--- config.mk ---
export PLATFORM = sky130hd
export DESIGN_NAME = bcd_scan_counter_flat
export DESIGN_NICKNAME = d
export VERILOG_FILES = /design/src/rtl/bcd_scan_counter_pkg.sv /design/src/rtl/bcd_scan_counter_if.sv /design/src/rtl/bcd_scan_counter_digit.sv /design/src/rtl/bcd_scan_counter.sv /design/src/flat_wrapper.sv
export SDC_FILE = /design/constraint.sdc
export NUM_CORES = 1
export LEC_CHECK = 0
export ABC_CLOCK_PERIOD_IN_PS = 2900
export CAP_MARGIN = 10
export CORE_AREA = 2 2 65 82
export CTS_CLUSTER_SIZE = 40
export DETAILED_ROUTE_END_ITERATION = 12
export DIE_AREA = 0 0 67 84
export DONT_BUFFER_PORTS = 1
export GPL_ROUTABILITY_DRIVEN = 0
export PLACE_DENSITY_LB_ADDON = 0.2
export SLEW_MARGIN = 20
export SYNTH_ARGS = -nofsm -noshare
export SYNTH_HDL_FRONTEND = slang
export SYNTH_HIERARCHICAL = 1
export SYNTH_SLANG_ARGS = --single-unit
--- constraint.sdc ---
create_clock -name CLK -period 2.9 [get_ports CLK]
set_input_delay 0.29 -clock CLK [delete_from_list [all_inputs] [get_ports CLK]]
set_output_delay 0.29 -clock CLK [all_outputs]
set_load 0.01 [all_outputs]
--- src/rtl/bcd_scan_counter_pkg.sv ---
// bcd_scan_counter_pkg: shared constants and helpers for the BCD scan counter
package bcd_scan_counter_pkg;
  localparam int NUM_DIGITS = 4;
  localparam logic [3:0] BCD_MAX = 4'd9;
  localparam logic [3:0] DIG_SEL [NUM_DIGITS] = '{4'b1110, 4'b1101, 4'b1011, 4'b0111};
  function automatic logic [3:0] fix_bcd(input logic [3:0] d);
    return (d > BCD_MAX) ? 4'd0 : d;
  endfunction
endpackage

--- src/rtl/bcd_scan_counter_if.sv ---
// bcd_scan_counter_if: control inputs, count outputs and display scan outputs
interface bcd_scan_counter_if;
  logic        EN;
  logic        UP;
  logic        LOAD;
  logic [15:0] D;
  logic        LZB;
  logic [15:0] Q;
  logic        CO;
  logic [3:0]  A;
  logic [3:0]  DIG_N;
  logic        BI_N;
  logic        LE;
  modport master (output EN, UP, LOAD, D, LZB, input Q, CO, A, DIG_N, BI_N, LE);
  modport slave (input EN, UP, LOAD, D, LZB, output Q, CO, A, DIG_N, BI_N, LE);
endinterface

--- src/rtl/bcd_scan_counter_digit.sv ---
// bcd_digit: one up/down decade with load; c_o ripples to the next decade
module bcd_digit
  import bcd_scan_counter_pkg::*;
(
  input  logic       clk,
  input  logic       rst_n,
  input  logic       load_i,
  input  logic [3:0] d_i,
  input  logic       en_i,
  input  logic       up_i,
  input  logic       c_i,
  output logic [3:0] q_o,
  output logic       c_o
);
  logic [3:0] q_q, q_d;
  logic       step;
  assign step = en_i & c_i;
  assign c_o  = step & (up_i ? (q_q == BCD_MAX) : (q_q == 4'd0));
  always_comb begin
    q_d = q_q;
    if (load_i) q_d = fix_bcd(d_i);
    else if (step) q_d = up_i ? ((q_q == BCD_MAX) ? 4'd0 : q_q + 4'd1)
                              : ((q_q == 4'd0) ? BCD_MAX : q_q - 4'd1);
  end
  always_ff @(posedge clk)
    if (!rst_n) q_q <= 4'd0;
    else q_q <= q_d;
  assign q_o = q_q;
endmodule

--- src/rtl/bcd_scan_counter.sv ---
// bcd_scan_counter: 4-decade BCD up/down counter with multiplexed display scan
module bcd_scan_counter
  import bcd_scan_counter_pkg::*;
#(
  parameter int SCAN_DIV = 50000
) (
  input logic CLK,
  input logic RST_N,
  bcd_scan_counter_if.slave bus
);
  localparam int DW = $clog2(SCAN_DIV);
  localparam int IW = $clog2(NUM_DIGITS);
  logic [NUM_DIGITS:0]     c;
  logic [4*NUM_DIGITS-1:0] q;
  logic [NUM_DIGITS-1:0]   nz;
  logic [DW-1:0]           div_q, div_d;
  logic [IW-1:0]           idx_q, idx_d;
  logic                    co_q, co_d, bi_n_q, bi_n_d;
  logic [3:0]              a_q, a_d, dig_n_q, dig_n_d;
  logic                    wrap;
  assign c[0] = 1'b1;
  for (genvar i = 0; i < NUM_DIGITS; i++) begin : g_dig
    bcd_digit u_dig (
      .clk    (CLK),
      .rst_n  (RST_N),
      .load_i (bus.LOAD),
      .d_i    (bus.D[4*i+:4]),
      .en_i   (bus.EN),
      .up_i   (bus.UP),
      .c_i    (c[i]),
      .q_o    (q[4*i+:4]),
      .c_o    (c[i+1])
    );
    assign nz[i] = |q[4*i+:4];
  end
  assign wrap = (div_q == DW'(SCAN_DIV - 1));
  // Blank digit k only when it and every more significant digit are zero
  always_comb begin
    div_d   = wrap ? '0 : div_q + 1'b1;
    idx_d   = wrap ? idx_q + 1'b1 : idx_q;
    co_d    = !bus.LOAD & c[NUM_DIGITS];
    a_d     = q[{idx_q, 2'b00}+:4];
    dig_n_d = DIG_SEL[idx_q];
    bi_n_d  = !(bus.LZB && (idx_q != '0) && ((nz >> idx_q) == '0));
  end
  always_ff @(posedge CLK)
    if (!RST_N) begin
      div_q   <= '0;
      idx_q   <= '0;
      co_q    <= 1'b0;
      a_q     <= 4'd0;
      dig_n_q <= DIG_SEL[0];
      bi_n_q  <= 1'b1;
    end else begin
      div_q   <= div_d;
      idx_q   <= idx_d;
      co_q    <= co_d;
      a_q     <= a_d;
      dig_n_q <= dig_n_d;
      bi_n_q  <= bi_n_d;
    end
  assign bus.Q     = q;
  assign bus.CO    = co_q;
  assign bus.A     = a_q;
  assign bus.DIG_N = dig_n_q;
  assign bus.BI_N  = bi_n_q;
  assign bus.LE    = 1'b0;
endmodule

--- src/flat_wrapper.sv ---
// flat-port wrapper written by rule: the top's interface ports become plain ports
module bcd_scan_counter_flat import bcd_scan_counter_pkg::*;
#(
  parameter int SCAN_DIV = 50000
)
  (CLK, RST_N, bus_EN, bus_UP, bus_LOAD, bus_D, bus_LZB, bus_Q, bus_CO, bus_A, bus_DIG_N, bus_BI_N, bus_LE);
  bcd_scan_counter_if bus_i ();
  input logic CLK;
  input logic RST_N;
  input wire logic [$bits(bus_i.EN)-1:0] bus_EN;
  input wire logic [$bits(bus_i.UP)-1:0] bus_UP;
  input wire logic [$bits(bus_i.LOAD)-1:0] bus_LOAD;
  input wire logic [$bits(bus_i.D)-1:0] bus_D;
  input wire logic [$bits(bus_i.LZB)-1:0] bus_LZB;
  output wire logic [$bits(bus_i.Q)-1:0] bus_Q;
  output wire logic [$bits(bus_i.CO)-1:0] bus_CO;
  output wire logic [$bits(bus_i.A)-1:0] bus_A;
  output wire logic [$bits(bus_i.DIG_N)-1:0] bus_DIG_N;
  output wire logic [$bits(bus_i.BI_N)-1:0] bus_BI_N;
  output wire logic [$bits(bus_i.LE)-1:0] bus_LE;
  assign bus_i.EN = bus_EN;
  assign bus_i.UP = bus_UP;
  assign bus_i.LOAD = bus_LOAD;
  assign bus_i.D = bus_D;
  assign bus_i.LZB = bus_LZB;
  assign bus_Q = bus_i.Q;
  assign bus_CO = bus_i.CO;
  assign bus_A = bus_i.A;
  assign bus_DIG_N = bus_i.DIG_N;
  assign bus_BI_N = bus_i.BI_N;
  assign bus_LE = bus_i.LE;
  bcd_scan_counter #(.SCAN_DIV(SCAN_DIV)) u_core (.CLK(CLK), .RST_N(RST_N), .bus(bus_i));
endmodule
==> impl_metrics.toml <==
[status]
status = "completed"

[clock_tree]
numCtsBuffers = 5
clkLatencyLatePin_ns = 0.30
hold_buffers = 0
htreeDepth = 2
cts_tree = "done"
clock_sinks = 44
cts_buffer_depth = 2
cts-root-buf = "clkbuf_8"
clkTransAtPathRegs_ns = 0.08

[final_layout]
utilization = 0.596
postLayoutCellArea_sq_um = 2940
drive_gt1_frac = 0.131
final_cells = 375
regArea_sq_um = 881
nFillCells = 463
multi_input_area_sq_um = 1730
synthToLayoutAreaGrowth_pct = 8.99
num_antenna_cells = 0
fin_nets = 339

[drt]
drt-initial-drc-count = 87
vias_per_cell = 5.97
routedWlPerCell_microns = 15.8
drtPass1Iterations = 4
antenna_left = 0
finalWirelength_mm = 5.91
route.vias.total = 2237
drcViolationCount = 0

[timing]
slew_headroom = 0.615
fin_skew_ns = 0.00443
post-route-period-util = 0.946
setup_viol = 0
period_needed_ns = 2.74
slew_viol_final = 0
final_hold_viol_count = 0
tightest_slew_ns = 0.577
fmax_mhz = 365

[critical_path]
path_cells = "or3_1 > a2111oi_4 > nand2_2 > a2111oi_4 > nand2_2 > a2111oi_4 > nand2_2 > a311oi_2 > o2111ai_1 > and3_1"
critPathBufInv = 0
critPathTopFamily = "compound AO/OA/AOI/OAI gates"
critPathLaunchType = "flop"
cp.arrival_ns = 2.94
cp-end-kind = "flop"
crit_required_ns = 3.10
crit_type = "reg2reg"
cp_slowest_stage_delay_ns = 0.41
critPathSlowestCell = "or3_1"
cp_max_fo = 6

[power_and_ir_drop]
sw_frac_of_total = 0.247
p_leak_uw = 0.00115
pwr-share-seq = 0.520
pwr-share-comb = 0.113
p_switching_uw = 310
power_uw = 1260
power.internal_uw = 946
pwr-share-clk = 0.367
power_density_nw_per_um2 = 427
ir_worst_vdd_v = 0.000242

[synthesis]
synth_edf_count = 0
yosysSeqAreaShare = 0.326
synth_cells = 307
yosys_most_used_dff = "dfxtp_1"
syn-cell-area_sq_um = 2700
ys_seq_elements = 44
synth_area_per_cell_sq_um = 8.79
yosysUniqueCellTypes = 45
synth_warnings = 6
async_flop_share = 0

[global_routing]
grt_antenna_before_repair = 0
grt_use_total = 0.226
grt_overflow = 0
grt_max_degree = 42
first_global_vias = 2262
grt_pass1_wl_mm = 10.1

[die]
fp.dieW_microns = 67
core_sq_um = 4930
rows = 29
die_height_microns = 84
die-area_sq_um = 5630
ios = 49
start_util = 0.547

[placed_design]
dpl.hpwl_mm = 4.21
place_inst = 364
placed_area_sq_um = 2800
io_buffers = 0

[run]
maxCapViolations = 0

[min_path]
min_path_type = "in2reg"
## cells in the final DEF, fill, tap and decap left out, drive strengths merged, types with 5 or more instances in the layout
master,n
dfxtp,44
nor2,26
nand2,20
o21ai,19
xor2,16
and3,15
nand3,14
buf,13
inv,12
nor4,11
and2,10
xnor2,9
a21oi,7
or3,6
nor3,6
clkbuf,6
mux2i,5
ha,5
## worst register-to-register path: cells and delay by family (launching register included)
kind | cells | cell delay, ns
compound gates | 5 | 1.29
simple gates | 5 | 1.03
flops | 1 | 0.32
## stage by stage
step	worst slack, ns	hold WS [ns]	TNS [ns]
floorplan	0.00665	0.412	0
global placement	0.149	0.369	0
detailed placement	0.0850	0.374	0
CTS	0.0667	0.0611	0
global route	-0.0275	0.0541	-0.0275
finish	0.158	0.0681	0
## cells in the mapped netlist (5+ instances only)
cell | count | area (sq um)
ha_1 | 5 | 62.6
nor3_1 | 6 | 30.0
dfxtp_1 | 44 | 881
mux2i_1 | 5 | 50.1
nand3_1 | 13 | 65.1
xnor2_1 | 9 | 78.8
and2_1 | 10 | 62.6
inv_1 | 12 | 45.0
nor4_1 | 11 | 68.8
clkbuf_1 | 8 | 30.0
a21oi_1 | 7 | 35.0
xor2_1 | 16 | 140
and3_1 | 10 | 62.6
o21ai_0 | 19 | 95.1
nand2_1 | 20 | 75.1
or3_1 | 6 | 37.5
nor2_1 | 26 | 97.6
## state kept, by name, indices dropped and copies added, names as in the netlist
signal / count
u_core/div_q: 16
u_core/g_dig.u_dig/q_o: 16
u_core/bus.A: 4
u_core/bus.DIG_N: 4
u_core/idx_q: 2
u_core/bus.BI_N: 1
u_core/bus.CO: 1
## final timing paths
path	end	from	cells after the start	slack, ns
setup reg to reg	u_core/g_dig[3].u_dig/q_o[3]	u_core/g_dig[0].u_dig/q_o[0]	10	0.16
hold / removal	u_core/bus.DIG_N[2]	RST_N	1	0.07
setup / recovery	u_core/g_dig[3].u_dig/q_o[3]	u_core/g_dig[0].u_dig/q_o[0]	10	0.16
hold reg to reg	u_core/div_q[0]	u_core/div_q[0]	1	0.46
## cell families (layout without fill, tap and decap cells)
logic type               after synthesis  in the layout  synth area share
XOR/XNOR                              25             25            0.0811
multiplexers                           9              9            0.0519
AO/OA/AOI/OAI                         67             67             0.194
AND/OR/NAND/NOR                      126            126             0.266
other                                  2              4           0.00278
flip-flops                            44             44             0.326
buffers and inverters                 29             33            0.0547
adder cells (fa/ha/maj)                5              5            0.0232
## area by class of cell
type,instances,area share
well taps,62,0.0264
clock buffers,6,0.0247
flip-flops and latches,44,0.299
multi-input cells,236,0.588
clock inverters,2,0.0119
inverters,12,0.0153
repair buffers,13,0.0345
## power by group through the flow
stage	clock network, uW	registers [uW]	logic, uW
after global placement	0	667	138
final	461	653	142
after floorplan	0	664	122
after global routing	499	657	160
after CTS	474	653	140
after detailed placement	0	667	139
## routing by layer
metal,global-route usage,share of wire,vias to the layer above
met3,0.0526,0.043,7
li1,-,-,1127
met2,0.403,0.52,48
met5,0,0,-
met4,0.0686,0.012,0
met1,0.259,0.42,1055
## timing repair
item | in CTS | in global routing
setup buffers | 0 | 3
endpoints found under the setup margin | 0 | 2
resized for setup | 0 | 2
Note: power is estimated with default switching activity, not from simulation.
